**src/rtl/mips_pkg.sv**
```systemverilog
// Shared MIPS datapath constants: ALU selector codes, ALUOp encodings, R-type funct codes.
// Latency: n/a (constants only).
// Backpressure: n/a.
package mips_pkg;

  // ALU selector codes driven into the ALU
  localparam logic [3:0] ALU_AND = 4'b0000;
  localparam logic [3:0] ALU_OR  = 4'b0001;
  localparam logic [3:0] ALU_ADD = 4'b0010;
  localparam logic [3:0] ALU_SUB = 4'b0110;
  localparam logic [3:0] ALU_SLT = 4'b0111;
  localparam logic [3:0] ALU_NOR = 4'b1100;
  localparam logic [3:0] ALU_NOP = 4'b1111;

  // ALUOp encodings produced by the main decoder
  localparam logic [1:0] ALUOP_ADD   = 2'b00;
  localparam logic [1:0] ALUOP_SUB   = 2'b01;
  localparam logic [1:0] ALUOP_RTYPE = 2'b10;
  localparam logic [1:0] ALUOP_OR    = 2'b11;

  // R-type funct field values
  localparam logic [5:0] FUNCT_ADD = 6'b100000;
  localparam logic [5:0] FUNCT_SUB = 6'b100010;
  localparam logic [5:0] FUNCT_AND = 6'b100100;
  localparam logic [5:0] FUNCT_OR  = 6'b100101;
  localparam logic [5:0] FUNCT_SLT = 6'b101010;
  localparam logic [5:0] FUNCT_NOR = 6'b100111;

endpackage

```
**src/rtl/alu_control.sv**
```systemverilog
// ALU control decoder: (alu_op, funct) -> 4-bit ALU selector.
// Latency: combinational.
// Backpressure: none; pure function of its inputs.
module alu_control
  import mips_pkg::*;
(
  input  logic [1:0] alu_op,
  input  logic [5:0] funct,
  output logic [3:0] selector
);

  // Decode ALUOp first; R-type defers to funct, unknown funct maps to the no-op code
  always_comb begin
    selector = ALU_NOP;
    unique case (alu_op)
      ALUOP_ADD: selector = ALU_ADD;
      ALUOP_SUB: selector = ALU_SUB;
      ALUOP_OR:  selector = ALU_OR;
      default: begin
        case (funct)
          FUNCT_ADD: selector = ALU_ADD;
          FUNCT_SUB: selector = ALU_SUB;
          FUNCT_AND: selector = ALU_AND;
          FUNCT_OR:  selector = ALU_OR;
          FUNCT_SLT: selector = ALU_SLT;
          FUNCT_NOR: selector = ALU_NOR;
          default:   selector = ALU_NOP;
        endcase
      end
    endcase
  end

endmodule

```
**src/rtl/id_ex_stage.sv**
```systemverilog
// ID/EX pipeline register with ALU-selector decode, EX/MEM + MEM/WB operand forwarding and load-use detection.
// Latency: 1 cycle from ID capture to outputs; forwarding and load_use_stall are combinational.
// Backpressure: stall holds every register; load_use_stall inserts a bubble and asks upstream to hold PC and IF/ID.
module id_ex_stage
  import mips_pkg::*;
#(
  parameter int DATA_W = 32,
  parameter int REG_AW = 5
) (
  input  logic              clk,
  input  logic              rst,
  input  logic              stall,
  input  logic              flush,
  input  logic              id_valid,
  input  logic [DATA_W-1:0] id_rs_data,
  input  logic [DATA_W-1:0] id_rt_data,
  input  logic [DATA_W-1:0] id_imm,
  input  logic [REG_AW-1:0] id_rs,
  input  logic [REG_AW-1:0] id_rt,
  input  logic [REG_AW-1:0] id_rd,
  input  logic [1:0]        id_alu_op,
  input  logic [5:0]        id_funct,
  input  logic              id_alu_src,
  input  logic              id_reg_dst,
  input  logic              id_mem_read,
  input  logic              id_mem_write,
  input  logic              id_reg_write,
  input  logic              id_mem_to_reg,
  input  logic              exmem_reg_write,
  input  logic [REG_AW-1:0] exmem_rd,
  input  logic [DATA_W-1:0] exmem_result,
  input  logic              memwb_reg_write,
  input  logic [REG_AW-1:0] memwb_rd,
  input  logic [DATA_W-1:0] memwb_result,
  output logic [DATA_W-1:0] operador1,
  output logic [DATA_W-1:0] operador2,
  output logic [3:0]        selector,
  output logic [DATA_W-1:0] ex_store_data,
  output logic [REG_AW-1:0] ex_dest,
  output logic              ex_valid,
  output logic              ex_mem_read,
  output logic              ex_mem_write,
  output logic              ex_reg_write,
  output logic              ex_mem_to_reg,
  output logic              load_use_stall
);

  logic [3:0]        id_selector;
  logic [DATA_W-1:0] ex_rs_data;
  logic [DATA_W-1:0] ex_rt_data;
  logic [DATA_W-1:0] ex_imm;
  logic [REG_AW-1:0] ex_rs;
  logic [REG_AW-1:0] ex_rt;
  logic              ex_alu_src;
  logic              load_bubble;
  logic [DATA_W-1:0] fwd_a;
  logic [DATA_W-1:0] fwd_b;

  alu_control u_alu_control (
    .alu_op   (id_alu_op),
    .funct    (id_funct),
    .selector (id_selector)
  );

  // A load in EX whose destination is read by the ID instruction cannot be forwarded in time
  assign load_use_stall = ex_valid & ex_mem_read & (ex_dest != '0) & id_valid &
                          ((ex_dest == id_rs) | ((ex_dest == id_rt) & ~id_alu_src));

  // Reset and flush clear unconditionally (flush beats stall); a load-use bubble only when not stalled
  assign load_bubble = rst | flush | (load_use_stall & ~stall);

  // Pipeline register: bubble clears everything, stall holds, otherwise capture ID
  always_ff @(posedge clk) begin
    if (load_bubble) begin
      ex_valid      <= 1'b0;
      ex_mem_read   <= 1'b0;
      ex_mem_write  <= 1'b0;
      ex_reg_write  <= 1'b0;
      ex_mem_to_reg <= 1'b0;
      ex_alu_src    <= 1'b0;
      selector      <= 4'b0000;
      ex_rs_data    <= '0;
      ex_rt_data    <= '0;
      ex_imm        <= '0;
      ex_rs         <= '0;
      ex_rt         <= '0;
      ex_dest       <= '0;
    end else if (!stall) begin
      ex_valid      <= id_valid;
      ex_mem_read   <= id_mem_read   & id_valid;
      ex_mem_write  <= id_mem_write  & id_valid;
      ex_reg_write  <= id_reg_write  & id_valid;
      ex_mem_to_reg <= id_mem_to_reg & id_valid;
      ex_alu_src    <= id_alu_src;
      selector      <= id_selector;
      ex_rs_data    <= id_rs_data;
      ex_rt_data    <= id_rt_data;
      ex_imm        <= id_imm;
      ex_rs         <= id_rs;
      ex_rt         <= id_rt;
      ex_dest       <= id_reg_dst ? id_rd : id_rt;
    end
  end

  // Operand A forwarding: newest producer (EX/MEM) wins; $0 is never forwarded
  always_comb begin
    fwd_a = ex_rs_data;
    if (exmem_reg_write && (exmem_rd != '0) && (exmem_rd == ex_rs))
      fwd_a = exmem_result;
    else if (memwb_reg_write && (memwb_rd != '0) && (memwb_rd == ex_rs))
      fwd_a = memwb_result;
  end

  // Operand B forwarding, same priority as A
  always_comb begin
    fwd_b = ex_rt_data;
    if (exmem_reg_write && (exmem_rd != '0) && (exmem_rd == ex_rt))
      fwd_b = exmem_result;
    else if (memwb_reg_write && (memwb_rd != '0) && (memwb_rd == ex_rt))
      fwd_b = memwb_result;
  end

  assign operador1     = fwd_a;
  assign operador2     = ex_alu_src ? ex_imm : fwd_b;
  assign ex_store_data = fwd_b;

endmodule

```
**config.mk**
```make
export PLATFORM = sky130hd
export DESIGN_NAME = id_ex_stage
export DESIGN_NICKNAME = d
export VERILOG_FILES = /design/src/rtl/mips_pkg.sv /design/src/rtl/alu_control.sv /design/src/rtl/id_ex_stage.sv
export SDC_FILE = /design/constraint.sdc
export NUM_CORES = 1
export LEC_CHECK = 0
export CAP_MARGIN = 20
export CELL_PAD_IN_SITES_DETAIL_PLACEMENT = 1
export CELL_PAD_IN_SITES_GLOBAL_PLACEMENT = 1
export CORE_MARGIN = 1
export CORE_UTILIZATION = 40
export DETAILED_ROUTE_END_ITERATION = 8
export DONT_BUFFER_PORTS = 1
export GPL_ROUTABILITY_DRIVEN = 0
export PLACE_DENSITY = 0.79
export SLEW_MARGIN = 20
export SYNTH_ARGS = -nofsm -noshare
export SYNTH_HDL_FRONTEND = slang
export SYNTH_HIERARCHICAL = 1
export SYNTH_SLANG_ARGS = --single-unit
```
**constraint.sdc**
```tcl
create_clock -name clk -period 4.2 [get_ports clk]
set_clock_uncertainty 0.1 [all_clocks]
set_input_delay 0.63 -clock clk [delete_from_list [all_inputs] [get_ports clk]]
set_output_delay 0.63 -clock clk [all_outputs]
set_load 0.05 [all_outputs]
```
==> flow_summary.ini, run 1 <==
[sta]
setup_viol_count_final = 0
relSlewSlack_pct = 46.6
timing.final.crit_share_pct = 83.6
fmax_mhz = 285
slew_violations = 0
min_period_ns = 3.51
finalHoldViolCount = 0
tightest_slew_ns = 0.802
tns_ns = 0
rsz0062_at_grt = false
setup_ws_ns = 0.688
whs_ns = 0.240

[grt]
grt_pass1_wl_um = 32800
overflow = 0
grt_use_total_pct = 26.5
antenna_found_initial = 0
grt_max_degree = 122
first_global_vias = 5937

[power_and_ir_drop]
swShare_pct = 29.0
seq_power_share_pct = 39.2
p_per_area_mw_per_mm2 = 419
power_frac_comb_pct = 15.9
p_int_mw = 2.23
ir_drop_mv = 0.255
netSwitchingPower_mw = 0.913
p_clk_share_pct = 44.9
p_leak_nw = 2.86

[cts]
cts-root-buf = clkbuf_16
cts_resized = 0
clock_tree.buffer_depth = 2
numClockSinks = 121
clock_latency_ns = 0.42
cts_tree = built
postCtsSetupRepairBufs = 0
postCtsHoldBufs = 0
cts_inserted_buffers = 17
cts.htree.levels = 4
path_clk_slew_ns = 0.06

[layout]
final_cell_mix = dfxtp_1 (120), a22o_1 (117), buf_4 (100), mux2i_1 (64), nor3_1 (37)
multi_input_area_sq_mm = 0.00335
final_common_cell = dfxtp_1
nets = 932
antenna_cells = 0
num-fill-cells = 1692
drive_gt1_share_pct = 20.2
area_growth_pct = 21.2
largest_registers = ex_imm x32, ex_rs_data x32, ex_rt_data x32
seqCellArea_sq_mm = 0.00242

[logic_synthesis]
synth_area_sq_mm = 0.00619
yosysSeqAreaShare_pct = 39.1
synth_top_area_share_pct = 39.1
synth_cell_type_count = 37
synth-seq-cells = 121
synth_fp_nets = 871
syn_avg_cell_area_sq_um = 9.32
ys_warn_count = 6
synthTopCellsByArea = dfxtp_1 (39%), a22o_1 (17%), mux2i_1 (10%), a221oi_1 (4.5%), nor3_1 (3.0%)
yosysTopAreaCell = dfxtp_1
syn_inst = 665

[placed_design]
hpwl_um = 15200
pre_cts_ws_ns = 0.779
port_buffers = 0

[floorplan]
core-area_sq_mm = 0.0151
fp-row-count = 45
die_h_um = 126
fp.dieArea_sq_mm = 0.0160
initial_core_util_pct = 40.9
num_io_pins = 317
die_w_um = 126

[critical_path]
critPathBufInv = 2
path_depth = 6
worstSetupPathType = flip-flop to output pin
crit_slowest_cell = nor3_1
crit_path_end_kind = output pin
critPathMaxFanout = 18
crit_required_ns = 3.47
path_cells = xor2_1, nor3_1, a31oi_4, buf_12, a221oi_1, buf_4
worstRegToRegCells = 6
critPathLaunchType = flip-flop
critical_path_arrival_ns = 2.78
critPathMaxStageDelay_ns = 0.50
cp_top_family = compound AO/OA/AOI/OAI gates
r2r_setup_slack_ns = 1.62

[worst_hold_path]
worstHoldPathCells = 1
hold_class = primary input to flip-flop

[route]
drt_first_iter_violations = 284
via_per_inst = 6.22
wl_per_cell_um = 23.6
postRouteAntennaNets = 0
routed_wirelength_um = 21900
vias = 5758
dr.pass1.iters = 4
drc = 0

[status]
outcome = complete, no violations

[run]
cap_violations = 0
Yosys cell counts (all sizes together):
| master | n |
|---|---|
| xnor2 | 16 |
| mux2 | 5 |
| dfxtp | 121 |
| o21a | 2 |
| nand2 | 34 |
| a32o | 4 |
| a31oi | 1 |
| xor2 | 15 |
| a2111oi | 1 |
| mux2i | 64 |
| nand4 | 1 |
| or3b | 1 |
| buf | 28 |
| and4 | 3 |
| nor2 | 34 |
| o311a | 1 |
| a22o | 117 |
| nor3b | 2 |
| or4 | 2 |
| nand3b | 1 |
| a21oi | 33 |
| nor2b | 3 |
| o311ai | 1 |
| o31a | 1 |
| nand3 | 3 |
| o21ai | 34 |
| o32ai | 1 |
| a221oi | 32 |
| nor3 | 37 |
| clkbuf | 33 |
| and2 | 1 |
| inv | 33 |
final timing paths:
check / from / endpoint
hold reg to reg: ex_rs_data[8]$_SDFFE_PP0N_ / ex_rs_data[8]$_SDFFE_PP0N_
setup reg to reg: ex_dest[0]$_SDFFE_PP0N_ / ex_imm[26]$_SDFFE_PP0N_
setup / recovery: ex_rt[1]$_SDFFE_PP0N_ / operador2[21]
hold / removal: id_rt_data[0] / ex_rt_data[0]$_SDFFE_PP0N_
cell type report:
| type | instances | area share, % |
|---|---|---|
| sequential | 121 | 32.3 |
| multi-input combinational | 450 | 44.6 |
| clock buffer | 19 | 5.90 |
| timing repair buffer | 103 | 10.8 |
| clock inverter | 12 | 1.70 |
| tap | 188 | 3.13 |
| inverter | 33 | 1.65 |
metrics by stage:
step	utilization, %	area [sq um]	cells	total power [mW]
floorplan	-	6190	665	1.61
global placement	45.8	6940	895	1.74
detailed placement	45.8	6940	895	1.75
CTS	49.6	7510	926	3.18
global route	49.6	7510	926	3.26
finish	49.6	7510	926	3.15
routing by layer:
metal | routed length (um) | global-route usage (%) | part of all wire, %
met5 | 0 | 0 | 0
met4 | 591 | 12.2 | 2.7
met3 | 1650 | 7.72 | 7.6
met2 | 11000 | 46.0 | 50
met1 | 8660 | 30.1 | 40
logic make-up after synthesis:
logic type                synth area share (%)
AOI/OAI and AO/OA                         28.6
xor gates and xnor gates                  4.38
buffers and inverters                     7.49
DFF                                       39.1
muxes                                     11.3
and+or+nand+nor                           9.13
power by group through the flow:
stage	registers, mW	logic [mW]	clock network, mW
after floorplan	1.24	0.371	0
after global placement	1.25	0.485	0
after detailed placement	1.26	0.496	0
after CTS	1.23	0.499	1.45
after global routing	1.24	0.520	1.50
final	1.23	0.500	1.41
Note: power is estimated with default switching activity, not from simulation.
==> inputs of run 2 (changes only) <==
Settings changed: PLACE_DENSITY 0.79 to 0.82.
Clock period 4.2 ns to 2.9 ns, I/O delays scaled along.
==> run 2 against run 1 <==
Die area stayed put. Register-to-register slack lost 1.0 ns. Via count rose by 8.8%. Utilization rose by 16 points. Worst hold slack worse by 0.19 ns. Worst setup slack got worse by 0.68 ns. Largest cell class unchanged. Highest routed layer unchanged.
==> flow_summary.ini, run 2 (synthesized netlist as in run 1, its figures left out) <==
[sta]
timing.final.crit_share_pct = 99.7
whs_ns = 0.0464
setup_ws_ns = 0.00805
tightest_slew_ns = 0.555
tns_ns = 0
min_period_ns = 2.89
fmax_mhz = 346
slew_violations = 0
rsz0062_at_grt = true
setup_viol_count_final = 0
finalHoldViolCount = 0
relSlewSlack_pct = 63.0

[run]
cap_violations = 0

[floorplan]
num_io_pins = 317
fp.dieArea_sq_mm = 0.0160
fp-row-count = 45
die_w_um = 126
initial_core_util_pct = 40.9
die_h_um = 126
core-area_sq_mm = 0.0151

[placed_design]
hpwl_um = 18600
numPlacedInstances = 913
port_buffers = 0
pre_cts_ws_ns = 0.0845
placed_cell_area_sq_mm = 0.00866

[critical_path]
critPathLaunchType = flip-flop
crit_slowest_cell = dfxtp_1
crit_path_end_kind = output pin
critical_path_arrival_ns = 2.36
crit_top_cell = nor3_2
worstSetupPathType = flip-flop to output pin
critPathMaxFanout = 54
cp_top_family = buffers and inverters
path_cells = xor2_1, nor3_2, buf_4, nand3_4, buf_16, nor3_2, a221oi_4, buf_12
crit_required_ns = 2.37
critPathMaxStageDelay_ns = 0.42
critPathBufInv = 3

[route]
dr.pass1.iters = 5
via_per_inst = 6.59
wl_per_cell_um = 30.2
routed_wirelength_um = 28700
postRouteAntennaNets = 0
vias = 6262
drc = 0
drt_first_iter_violations = 418

[cts]
cts_inserted_buffers = 17
path_clk_slew_ns = 0.06
cts.htree.levels = 4
clock_tree.buffer_depth = 2
clock_latency_ns = 0.42
cts_tree = built
cts-root-buf = clkbuf_16
numClockSinks = 121

[layout]
final_core_util_pct = 65.2
area_growth_pct = 59.3
largest_registers = ex_imm x32, ex_rs_data x32, ex_rt_data x32
final_common_cell = a22o_1
nets = 954
final_cell_mix = a22o_1 (117), dfxtp_1 (116), buf_12 (78), buf_4 (38), nand2_1 (34)
fin_cells = 950
drive_gt1_share_pct = 40.1
design_area_sq_mm = 0.00987

[grt]
first_global_vias = 6921
antenna_found_initial = 1
grt_use_total_pct = 34.2
grt_pass1_wl_um = 41200
grt_max_degree = 63
overflow = 0

[power_and_ir_drop]
ir_drop_mv = 0.411
p_total_mw = 5.18
p_per_area_mw_per_mm2 = 525
p_leak_nw = 3.51

[status]
outcome = complete, no violations

[worst_hold_path]
hold_class = primary input to flip-flop
-- run 2: cell types whose count changed in the layout (fill, tap and decap cells not counted), moves of 31 or more --
cell | previous run | this run
buf_4 | 100 | 38
a221oi_1 | 31 | 0
buf_12 | 3 | 78
mux2i_1 | 64 | 33
-- run 2: what timing repair did --
item	in CTS	in global routing
pin swaps	3	3
buffers inserted	1	0
gates cloned	1	3
gates resized for setup	50	48
endpoints found under the setup margin	59	83
hold buffers	0	0
-- run 2: cell type report --
| class | count | area [sq um] |
|---|---|---|
| clock buffers | 20 | 478 |
| flip-flops and latches | 121 | 2430 |
| multi-input cells | 450 | 4440 |
| well taps | 188 | 235 |
| clock inverters | 12 | 160 |
| repair buffers | 125 | 2000 |
| inverters | 33 | 124 |
| diodes | 1 | 2.50 |
| fillers | 1434 | 5280 |
-- run 2: per-layer routing --
layer  global-route usage [%]  part of all wire, %  vias to the layer above
met5                        0                    0                        -
met1                     32.1                   34                     3111
met2                     64.4                   52                      378
li1                         -                    -                     2660
met4                     20.8                  5.7                        0
met3                     10.7                  7.9                      113
-- run 2: final timing paths --
kind | from | end | slack (ns) | depth (start not counted)
setup / recovery | ex_rt[4]$_SDFFE_PP0N_ | operador2[17] | 0.008 | 8
setup reg to reg | ex_dest[3]$_SDFFE_PP0N_ | ex_rs_data[16]$_SDFFE_PP0N_ | 0.62 | 7
hold / removal | id_rt_data[21] | ex_rt_data[21]$_SDFFE_PP0N_ | 0.05 | 1
hold reg to reg | ex_imm[6]$_SDFFE_PP0N_ | ex_imm[6]$_SDFFE_PP0N_ | 0.38 | 1
-- run 2: power breakdown --
part	total [mW]	internal, mW	switching, mW	leakage (nW)
combinational	1.08	0.472	0.610	2.22
sequential	1.78	1.72	0.0643	0.989
clock	2.31	1.46	0.856	0.301
==> inputs of run 3 (changes only) <==
Settings changed: CELL_PAD_IN_SITES_DETAIL_PLACEMENT 1 to default, CELL_PAD_IN_SITES_GLOBAL_PLACEMENT 1 to default, PLACE_DENSITY 0.82 to 0.64.
==> run 3 against run 2 <==
The run now ends with DRC left. Worst setup slack improved by 0.032 ns. First-iteration DRC count decreased by 19%. Clock power decreased by 15%. Critical path depth decreased by 1. Sequential share of layout area increased by 1.1 points. Combinational power decreased by 5%. Non-clock buffer count decreased by 5. Sequential power about the same. Global-route usage decreased by 8.3 points. Wire length decreased by 26%. Die area unchanged. Maximum frequency increased by 1.1%.
==> flow_summary.ini, run 3 (synthesized netlist as in run 1, its figures left out) <==
[grt]
grt_max_degree = 122
first_global_vias = 5894
grt_pass1_wl_um = 32100
overflow = 0
antenna_found_initial = 0
grt_use_total_pct = 25.8

[cts]
path_clk_slew_ns = 0.06
cts_inserted_buffers = 17
cts.htree.levels = 4
postCtsSetupRepairBufs = 0
clock_tree.buffer_depth = 2
clock_latency_ns = 0.41
cts_tree = built
cts-root-buf = clkbuf_16
numClockSinks = 121

[route]
vias = 5774
postRouteAntennaNets = 0
routed_wirelength_um = 21400
drt_first_iter_violations = 338
drc = 2
wl_per_cell_um = 22.6
dr.pass1.iters = 7
via_per_inst = 6.12

[power_and_ir_drop]
ir_drop_mv = 0.385
p_leak_nw = 3.37
p_per_area_mw_per_mm2 = 504

[floorplan]
die_h_um = 126
num_io_pins = 317
initial_core_util_pct = 40.9
fp-row-count = 45
die_w_um = 126
fp.dieArea_sq_mm = 0.0160
core-area_sq_mm = 0.0151

[critical_path]
worstSetupStartpoint = ex_rt[0]$_SDFFE_PP0N_
path_cells = xor2_1, nor3_1, and4_4, buf_12, mux2i_1, a221oi_2, buf_4
r2r-start = ex_dest[4]$_SDFFE_PP0N_
critical_path_arrival_ns = 2.33
critPathMaxFanout = 14
endpoint = operador2[10]
rr_endpoint = ex_rt_data[17]$_SDFFE_PP0N_
crit_required_ns = 2.37
worstSetupPathType = flip-flop to output pin
critPathLaunchType = flip-flop
crit_path_end_kind = output pin
crit_slowest_cell = dfxtp_1
r2r_setup_slack_ns = 0.51
critPathMaxStageDelay_ns = 0.35
worstRegToRegCells = 6

[sta]
rsz0062_at_grt = true
tightest_slew_ns = 0.579
finalHoldViolCount = 0
tns_ns = 0
setup_viol_count_final = 0
fmax_mhz = 350
slew_violations = 0
timing.final.crit_share_pct = 98.6
min_period_ns = 2.86
whs_ns = 0.0496
relSlewSlack_pct = 61.4

[placed_design]
hpwl_um = 14900
numPlacedInstances = 911
port_buffers = 0

[worst_hold_path]
worstHoldStart = id_rt_data[24]
hold_class = primary input to flip-flop

[run]
cap_violations = 0

[layout]
final_cell_mix = dfxtp_1 (120), a22o_1 (117), buf_12 (74), buf_4 (42)
fin_cells = 944
final_common_cell = dfxtp_1
area_growth_pct = 52.2
largest_registers = ex_imm x32, ex_rs_data x32, ex_rt_data x32
drive_gt1_share_pct = 36.5
nets = 949
antenna_cells = 0

[status]
outcome = finished with violations
failed_checks = DRC
[run 3: layer usage]
metal	global-route usage [%]	part of all wire [%]
met2	43.4	49
met4	12.3	3.3
met3	7.84	8.1
met5	0	0
met1	30.0	39
[run 3: how the worst min path moves through the flow]
stage	end	slack, ns	depth (start not counted)
2_1_floorplan	ex_rs_data[0]$_SDFFE_PP0N_	0.34	1
3_3_place_gp	ex_rs_data[30]$_SDFFE_PP0N_	0.36	1
3_5_place_dp	ex_rt_data[29]$_SDFFE_PP0N_	0.35	1
4_1_cts	ex_rt_data[25]$_SDFFE_PP0N_	0.03	1
5_1_grt	ex_rs_data[28]$_SDFFE_PP0N_	0.03	1
6_report	ex_rt_data[24]$_SDFFE_PP0N_	0.05	1
[run 3: critical path: cells and delay by family (launching register included)]
family                 cells  cell delay (ns)
AND/OR/NAND/NOR            2             0.51
buffers and inverters      2             0.41
flip-flops                 1             0.35
multiplexers               1             0.35
XOR/XNOR                   1             0.18
AO/OA/AOI/OAI              1             0.09
[run 3: what timing repair did]
action	CTS	global route
resized for setup	7	46
hold buffers	0	0
setup endpoints to repair	36	73
cloned	0	1
[run 3: final cells by class]
cell class / instances / area, sq um
Multi-Input combinational cell: 450 / 4240
Fill cell: 1159 / 5720
Tap cell: 188 / 235
Clock buffer: 19 / 453
Inverter: 33 / 124
Sequential cell: 121 / 2430
Clock inverter: 13 / 95.1
Timing Repair Buffer: 120 / 1860
[run 3: per-stage QoR]
stage                     total power, mW  setup WS, ns  instance area (sq um)  utilization, %
after floorplan                      2.43        -0.399                   6860               -
after global placement               2.79         0.157                   8600            56.8
after detailed placement             2.81         0.119                   8600            56.8
after CTS                            4.77       -0.0587                   9180            60.6
after global routing                 4.90       -0.0727                   9430            62.2
final                                4.75        0.0397                   9430            62.2
[run 3: power by group]
part | switching, mW | internal, mW | leakage [nW] | total [mW]
logic | 0.573 | 0.453 | 2.12 | 1.03
registers | 0.0516 | 1.72 | 0.987 | 1.77
clock network | 0.814 | 1.14 | 0.262 | 1.96
